===== src/rtl/rails_pkg.sv =====
// Shared constants, FSM state encoding and op encoding for the rails stimulus generator.
package rails_pkg;
  localparam int MAX_N = 10;
  localparam int W     = 4;

  typedef enum logic [2:0] {
    IDLE = 3'd0,
    SIM  = 3'd1,
    HEAD = 3'd2,
    EMIT = 3'd3,
    DONE = 3'd4
  } state_t;

  localparam logic OP_PUSH = 1'b1;
  localparam logic OP_POP  = 1'b0;
endpackage


===== src/rtl/rails_stack.sv =====
// LIFO modelling the station siding; rdata always shows the current top of stack.
module rails_stack #(
  parameter int DEPTH = rails_pkg::MAX_N,
  parameter int W     = rails_pkg::W
) (
  input  logic         clk,
  input  logic         reset,
  input  logic         push,
  input  logic         pop,
  input  logic         clear,
  input  logic [W-1:0] wdata,
  output logic [W-1:0] rdata,
  output logic         empty,
  output logic         full
);
  import rails_pkg::*;

  localparam int SP_W = $clog2(DEPTH + 1);
  localparam int AW   = (DEPTH > 1) ? $clog2(DEPTH) : 1;

  logic [W-1:0]    mem [DEPTH];
  logic [SP_W-1:0] sp;
  logic [SP_W-1:0] top_idx;

  always_comb begin
    empty   = (sp == '0);
    full    = (sp == SP_W'(DEPTH));
    top_idx = sp - SP_W'(1);
    rdata   = mem[top_idx[AW-1:0]];
  end

  always_ff @(posedge clk) begin
    if (reset || clear) begin
      sp <= '0;
    end else if (push && !full) begin
      sp <= sp + SP_W'(1);
    end else if (pop && !empty) begin
      sp <= sp - SP_W'(1);
    end
  end

  always_ff @(posedge clk) begin
    if (push && !full) begin
      mem[sp[AW-1:0]] <= wdata;
    end
  end
endmodule


===== src/rtl/rails_gen.sv =====
// Simulates the station for a push/pop string and streams header n plus departure order.
// Optional RAILS_GEN_CORRUPT_EN: swap the last two cars on request to build negative patterns.
module rails_gen #(
  parameter int MAX_N = rails_pkg::MAX_N,
  parameter int W     = rails_pkg::W,
  parameter int OPS_W = 2 * MAX_N
) (
  input  logic             clk,
  input  logic             reset,
  input  logic             start,
  input  logic [W-1:0]     n,
  input  logic [OPS_W-1:0] ops,
  input  logic             corrupt,
  output logic             busy,
  output logic [W-1:0]     data,
  output logic             data_en,
  output logic             done,
  output logic             error
);
  import rails_pkg::*;

  localparam int IDX_W = (MAX_N > 1) ? $clog2(MAX_N) : 1;
  localparam int OPI_W = (OPS_W > 1) ? $clog2(OPS_W) : 1;
  localparam logic [W:0] ONE = (W+1)'(1);
  localparam logic [W:0] TWO = (W+1)'(2);

  state_t           state;
  logic [W-1:0]     n_q;
  logic [OPS_W-1:0] ops_q;
  logic [W:0]       cnt;
  logic [W:0]       op_idx;
  logic [W:0]       out_idx;
  logic [W-1:0]     out_buf [MAX_N];

  logic             stk_push, stk_pop, stk_clear, stk_empty, full_unused;
  logic [W-1:0]     stk_rdata;
  logic             cur_op, push_ok, pop_ok, last_op, ends_empty, op_bad, accept;
  logic [W:0]       n_x, last_idx;
  logic             corrupt_active;

`ifdef RAILS_GEN_CORRUPT_EN
  logic corrupt_q;

  always_ff @(posedge clk) begin
    if (accept) begin
      corrupt_q <= corrupt;
    end
  end

  assign corrupt_active = corrupt_q && (n_x >= TWO);
`else
  logic unused_corrupt;
  assign unused_corrupt = corrupt;
  assign corrupt_active = 1'b0;
`endif

  // Maps stream position k to the out_buf slot; a corrupt run trades the last two slots.
  function automatic logic [IDX_W-1:0] emit_sel(input logic [W:0] k, input logic [W:0] nn,
                                                input logic cor);
    logic [W:0] s;
    s = k;
    if (cor) begin
      if (k == nn - TWO)      s = nn - ONE;
      else if (k == nn - ONE) s = nn - TWO;
    end
    return s[IDX_W-1:0];
  endfunction

  always_comb begin
    n_x        = {1'b0, n_q};
    last_idx   = {n_q, 1'b0} - ONE;
    cur_op     = ops_q[op_idx[OPI_W-1:0]];
    push_ok    = (cnt <= n_x);
    pop_ok     = !stk_empty;
    last_op    = (op_idx == last_idx);
    op_bad     = (cur_op == OP_PUSH) ? !push_ok : !pop_ok;
    // pushed = cnt-1, popped = out_idx; a final pop empties the siding iff one car remained
    ends_empty = (cur_op == OP_POP) && (cnt == out_idx + TWO);
    accept     = (state == IDLE) && start;
    stk_clear  = accept;
    stk_push   = (state == SIM) && (cur_op == OP_PUSH) && push_ok;
    stk_pop    = (state == SIM) && (cur_op == OP_POP) && pop_ok;
  end

  rails_stack #(.DEPTH(MAX_N), .W(W)) u_stack (
    .clk   (clk),
    .reset (reset),
    .push  (stk_push),
    .pop   (stk_pop),
    .clear (stk_clear),
    .wdata (cnt[W-1:0]),
    .rdata (stk_rdata),
    .empty (stk_empty),
    .full  (full_unused)
  );

  always_ff @(posedge clk) begin
    if (accept) begin
      n_q   <= n;
      ops_q <= ops;
    end
    if (stk_pop) begin
      out_buf[out_idx[IDX_W-1:0]] <= stk_rdata;
    end
  end

  always_ff @(posedge clk) begin
    if (reset) begin
      state   <= IDLE;
      busy    <= 1'b0;
      data_en <= 1'b0;
      data    <= '0;
      done    <= 1'b0;
      error   <= 1'b0;
      cnt     <= '0;
      op_idx  <= '0;
      out_idx <= '0;
    end else begin
      case (state)
        IDLE: begin
          done  <= 1'b0;
          error <= 1'b0;
          if (start) begin
            cnt     <= ONE;
            op_idx  <= '0;
            out_idx <= '0;
            if (n == '0 || n > W'(MAX_N)) begin
              state <= DONE;
              done  <= 1'b1;
              error <= 1'b1;
            end else begin
              state <= SIM;
              busy  <= 1'b1;
            end
          end
        end
        SIM: begin
          if (op_bad || (last_op && !ends_empty)) begin
            state <= DONE;
            busy  <= 1'b0;
            done  <= 1'b1;
            error <= 1'b1;
          end else begin
            if (cur_op == OP_PUSH) cnt <= cnt + ONE;
            else                   out_idx <= out_idx + ONE;
            op_idx <= op_idx + ONE;
            if (last_op) begin
              state   <= HEAD;
              data_en <= 1'b1;
              data    <= n_q;
              out_idx <= '0;
            end
          end
        end
        HEAD: begin
          data    <= out_buf[emit_sel('0, n_x, corrupt_active)];
          out_idx <= ONE;
          state   <= EMIT;
        end
        EMIT: begin
          if (out_idx == n_x) begin
            state   <= DONE;
            data_en <= 1'b0;
            data    <= '0;
            busy    <= 1'b0;
            done    <= 1'b1;
            error   <= 1'b0;
          end else begin
            data    <= out_buf[emit_sel(out_idx, n_x, corrupt_active)];
            out_idx <= out_idx + ONE;
          end
        end
        DONE: begin
          done  <= 1'b0;
          error <= 1'b0;
          state <= IDLE;
        end
        default: state <= IDLE;
      endcase
    end
  end
endmodule


===== config.mk =====
export PLATFORM = sky130hd
export DESIGN_NAME = rails_gen
export DESIGN_NICKNAME = d
export VERILOG_FILES = /design/src/rtl/rails_pkg.sv /design/src/rtl/rails_stack.sv /design/src/rtl/rails_gen.sv
export SDC_FILE = /design/constraint.sdc
export NUM_CORES = 1
export LEC_CHECK = 0
export ABC_AREA = 1
export ABC_CLOCK_PERIOD_IN_PS = 2800
export BUFFER_PORTS_ARGS = -buffer_cell sky130_fd_sc_hd__clkbuf_2
export CORE_MARGIN = 1.5
export CORE_UTILIZATION = 50
export CTS_BUF_LIST = sky130_fd_sc_hd__clkbuf_4 sky130_fd_sc_hd__clkbuf_8
export DETAILED_ROUTE_END_ITERATION = 8
export PLACE_DENSITY_LB_ADDON = 0.2
export SLEW_MARGIN = 20
export SYNTH_ARGS = -nofsm -noshare
export SYNTH_HDL_FRONTEND = slang
export SYNTH_HIERARCHICAL = 1
export SYNTH_SLANG_ARGS = --single-unit

===== constraint.sdc =====
create_clock -name clk -period 2.8 [get_ports clk]
set_input_delay 0 -clock clk [delete_from_list [all_inputs] [get_ports clk]]
set_output_delay 0 -clock clk [all_outputs]
set_load 0.01 [all_outputs]

==> Yosys cells after proc, flatten, opt, wreduce, memory -nomap -nowiden <==
Memories as Yosys holds them, arrays and structs flattened.
Index checks and enable logic that the tools add are counted.
{ "totals": {"ff_bits": 54, "mem_bits_rw": 80, "out_inout_bits": 8, "elab_cells": 127, "mem_count": 2} }
{ "mem_list": {"columns": ["name", "depth", "word_bits", "rd", "rd_ports_with_merged_regs", "wr", "line_no", "text"], "rows": [
  ["out_buf", 10, 4, 2, 0, 1, "rails_gen.sv:33", "logic [W-1:0] out_buf [MAX_N];"],
  ["u_stack.mem", 10, 4, 1, 0, 1, "rails_stack.sv:21", "logic [W-1:0] mem [DEPTH];"]
]} }
{ "op_classes": {"addsub": 7, "n_lt_le_gt_ge": 3, "n_eq_ne": 18, "mux": 50, "bitwise": 1, "reduce_logical": 34} }
{ "ops": {"columns": ["operator", "n"], "rows": [
  ["$mux W5", 9],
  ["$mux W4", 10],
  ["$pmux W5 S2", 2],
  ["$pmux W5 S4", 1],
  ["$mux W1", 16],
  ["$add A5 B1 Y5 const B", 3],
  ["$mux W3", 5],
  ["$ne A2 B2 Y1 const B", 7],
  ["$pmux W3 S4", 1],
  ["$pmux W4 S3", 1],
  ["$reduce_and A3 Y1", 4],
  ["$eq A5 B5 Y1", 2],
  ["$reduce_and A5 Y1", 2],
  ["$logic_and A1 B1 Y1", 9],
  ["$logic_not A4 Y1", 2],
  ["$pmux W1 S4", 2],
  ["$reduce_and A4 Y1", 2],
  ["$reduce_bool A4 Y1", 2],
  ["$eq A3 B2 Y1 const B", 2],
  ["$lt A5 B6 Y1 const B", 1],
  ["$reduce_bool A2 Y1", 3],
  ["$reduce_bool A3 Y1", 2],
  ["$add A5 B2 Y5 const B", 1],
  ["$bmux W1 S5", 1],
  ["18 further kinds", 23]
]} }

==> Depth between registers and ports, before layout <==
{ "logic_depth": {"word_depth": 9, "depth_mapped": 19, "depth_no_buf": 18} }

==> Hierarchy <==
Netlist, hierarchy kept.
{ "by_module_without_submodules": {"columns": ["mod", "instances", "cells_per_inst", "area_per_inst_um2"], "rows": [
  ["rails_gen", 1, 513, 4518.1],
  ["rails_stack", 1, 224, 2124.5]
]} }

==> Worst setup path after synthesis <==
OpenSTA, ideal clock, no wires.
{ "synth_timing": {"path_type": "register to register", "startpoint": "register state[2]", "endpoint": "register op_idx[3]", "arrival_time_ns": 2.455, "required_ns": 2.687, "setup_slack_ns": 0.232, "stages_incl_launch_ff": 12, "path_buffers": 1, "path_cell_list": "dfxtp_1 nor2_1 inv_1 nor2_1 inv_1 nor2_1 inv_1 nand2_4 buf_6 nand2_1 nand2_1 nor2_1"} }
{ "synth_via": {"elab_chain_len": 3} }
{ "synth_lines": {"columns": ["item", "line_no", "text"], "rows": [
  ["start, declared", "rails_gen.sv:27", "state_t state;"],
  ["start signal, assigned", "rails_gen.sv:109", "state <= IDLE;"],
  ["start signal, assigned", "rails_gen.sv:128", "state <= DONE;"],
  ["start signal, assigned", "rails_gen.sv:132", "state <= SIM;"],
  ["$eq A3 B1 Y1 / $logic_not A3 Y1 (equally long branches)", "rails_gen.sv:119", "case (state)"],
  ["$ne A2 B2 Y1 (no source line) / $reduce_bool A2 Y1 (equally long branches)", null, null],
  ["$reduce_and A3 Y1 (no source line)", null, null],
  ["end signal, assigned", "rails_gen.sv:146", "op_idx <= op_idx + ONE;"],
  ["end, declared", "rails_gen.sv:31", "logic [W:0] op_idx;"]
]} }
Several ways; a longest one is shown, not always the timed one.
A chain may end at the register's enable or synchronous reset.

==> Final worst setup path <==
{ "layout_timing": {"startpoint": "register n_q[2]", "endpoint": "memory u_stack.mem[7][3], enable pin"} }
{ "layout_via": {"elab_chain_len": 5} }
{ "layout_lines": {"columns": ["item", "line_no", "text"], "rows": [
  ["start, declared", "rails_gen.sv:28", "logic [W-1:0] n_q;"],
  ["start signal, assigned", "rails_gen.sv:99", "n_q <= n;"],
  ["$le A5 B4 Y1", "rails_gen.sv:73", "push_ok = (cnt <= n_x);"],
  ["$logic_and A1 B1 Y1", "rails_gen.sv:81", "stk_push = (state == SIM) && (cur_op == OP_PUSH) && push_ok;"],
  ["via stk_push", "rails_gen.sv:35", "logic stk_push, stk_pop, stk_clear, stk_empty, full_unused;"],
  ["$logic_and A1 B1 Y1", "rails_stack.sv:43", "if (push && !full) begin"],
  ["$mux W1", "rails_stack.sv:43", null],
  ["$mux W1 (not written as such)", "rails_stack.sv:44", "mem[sp[AW-1:0]] <= wdata;"],
  ["end, declared", "rails_stack.sv:21", null]
]} }
The timed path passes the listed nets, and every way through them passes these cells.

==> results.cfg <==
[worst_hold_path]
hp-class = in2reg
worstHoldEndpoint = ops_q[0]
worstHoldPathCells = 2
min_from = ops[0]

[sta]
setup_viol = 0
worstMarginPinSlew_ns = 0.604
setup_ws_ns = 0.244
rsz0062_at_grt = false
finalClockSkew_ns = 0.0106
setup_tns_ns = 0
min_period_ns = 2.56
final_max_slew_viol_count = 0
slew_headroom = 0.597
whs_ns = 0.285
hold_viol_final = 0
fmax_mhz = 391
period_share = 0.913

[detailed_routing]
ant_nets = 0
vias = 5212
drt_pre_antenna_iters = 5
wl_um = 14500
wl_per_cell_um = 14.4
drcViolationCount = 0
viasPerCell = 5.19
drt_iter0_markers = 299

[critical_path]
path_delay_family = simple AND/OR/NAND/NOR gates
reg2regPathDepth = 12
worstReg2RegStart = n_q[2]
crit_path_max_incr_delay_ns = 0.45
crit_slowest_cell = edfxtp_1
rrSetupSlack_ns = 0.24
critPathArrivalTime_ns = 2.71
worstReg2RegEnd = u_stack/mem[7][3]
critPathLaunchType = flip-flop
end_kind = flip-flop
critPathKind = reg2reg
cp_max_fo = 15
crit_buf_inv = 2
crit_chain = inv_1 > ha_1 > nand2_1 > o21ai_0 > o21ai_0 > nand2_1 > a21oi_1 > nand2_2 > nor2_2 > nand2_4 > nor3_1 > buf_4
required_ns = 2.95

[placement]
port_buffers = 34
place_inst = 949
hpwlAfterDp_um = 9770
gp_congestion = 0.871
place_ws_ns = 0.142
placed_area_um2 = 7110

[clock_tree]
cts.sinks = 134
clock_path_buffers = 2
clk_pin_slew_ns = 0.08
numCtsBuffers = 17
cts-root-buf = clkbuf_8
cts_setup_buffers = 0
htreeDepth = 4
tritoncts = built
clock_latency_ns = 0.43

[floorplan]
dieArea_um2 = 14000
die_y_um = 118
die_w_um = 118
initial_core_util = 0.520
coreArea_um2 = 12800
num_rows = 41
ios = 36

[synthesis]
syn_avg_cell_area_um2 = 9.02
syn_inst = 736
yosysWarnings = 6
syn_area_um2 = 6640
syn-num-nets = 780

[power]
power.density_nw_per_um2 = 964
ir_worst_vdd_mv = 0.646
power.static_leakage_nw = 3.21

[job]
cap_violations = 0

[cells_and_area]
fin_area_um2 = 7740
fin_nets = 866
area_growth_pct = 16.6
final_cells = 1005
fill_cells = 1060
antennaDiodeCount = 0
layout-drive-gt1-share = 0.145

[outcome]
outcome = complete, no violations

[global_route]
track_usage = 0.216
grt-ovfl-total = 0
grt_pass1_wl_um = 24000
grt_pass1_vias = 5139
grt_max_degree = 26
antenna_found_initial = 0
[how the worst max path moves through the flow]
stage                     cells after the start                 to  slack (ns)      start
after floorplan                              11          op_idx[3]        0.23   state[2]
after global placement                       15  u_stack/mem[3][2]        0.23  op_idx[0]
after detailed placement                     15  u_stack/mem[7][1]        0.14  op_idx[0]
after CTS                                    15  u_stack/mem[7][1]        0.12  op_idx[0]
after global routing                         12  u_stack/mem[7][1]        0.05     n_q[2]
final                                        12  u_stack/mem[7][3]        0.24     n_q[2]
[what timing repair did]
item	in CTS	in global routing
hold buffers	26	0
hold endpoints to repair	34	0
setup endpoints to repair	0	48
gates resized for setup	0	2
[state kept, by name, indices dropped and copies added, names as in the netlist]
| name | cells |
|---|---|
| n_q | 4 |
| data_en | 1 |
| busy | 1 |
| out_buf | 40 |
| u_stack/mem | 40 |
| ops_q | 20 |
| out_idx | 5 |
| cnt | 5 |
| u_stack/sp | 4 |
| error | 1 |
| state | 3 |
| data | 4 |
| done | 1 |
| op_idx | 5 |
[area by class of cell]
cell class | instances | area (um2) | area share
sequential | 134 | 3720 | 0.481
multi-input combinational | 490 | 2440 | 0.315
timing repair buffer | 90 | 656 | 0.0847
inverter | 89 | 337 | 0.0435
clock buffer | 18 | 241 | 0.0312
tap | 172 | 215 | 0.0278
clock inverter | 12 | 131 | 0.0170
[report_power, final]
part | internal (mW) | total (mW) | switching, mW | leakage [nW]
combinational | 0.967 | 3.08 | 2.11 | 1.83
clock | 0.791 | 1.53 | 0.742 | 0.181
sequential | 2.64 | 2.86 | 0.215 | 1.20
total | 4.40 | 7.47 | 3.06 | 3.21
[cells in the final DEF (no fill, tap or decap), drive strengths merged]
| cell type | count |
|---|---|
| ha | 16 |
| a21oi | 24 |
| inv | 90 |
| nor2 | 93 |
| nand3b | 1 |
| nand3 | 69 |
| dlygate4sd3 | 26 |
| o211ai | 7 |
| clkinvlp | 4 |
| nand4 | 7 |
| or4 | 1 |
| o21bai | 1 |
| buf | 30 |
| nand2 | 178 |
| clkinv | 5 |
| o22ai | 10 |
| or2 | 3 |
| xor2 | 6 |
| o21ai | 45 |
| o31ai | 1 |
| bufinv | 2 |
| a21o | 1 |
| nor3 | 18 |
| dfxtp | 30 |
| xnor2 | 9 |
| clkbuf | 52 |
| edfxtp | 104 |
[routing by layer]
| metal | GRT usage | routed length [um] |
|---|---|---|
| met1 | 0.269 | 6310 |
| met2 | 0.377 | 7290 |
| met3 | 0.0454 | 674 |
| met4 | 0.0678 | 190 |
| met5 | 0 | 0 |
[per-stage QoR]
| step | power, mW | utilization |
|---|---|---|
| after floorplan | 5.13 | - |
| after global placement | 5.83 | 0.556 |
| after detailed placement | 5.90 | 0.556 |
| after CTS | 7.47 | 0.606 |
| after global routing | 8.00 | 0.606 |
| final | 7.47 | 0.606 |
Power figures use the tool's default switching activity.
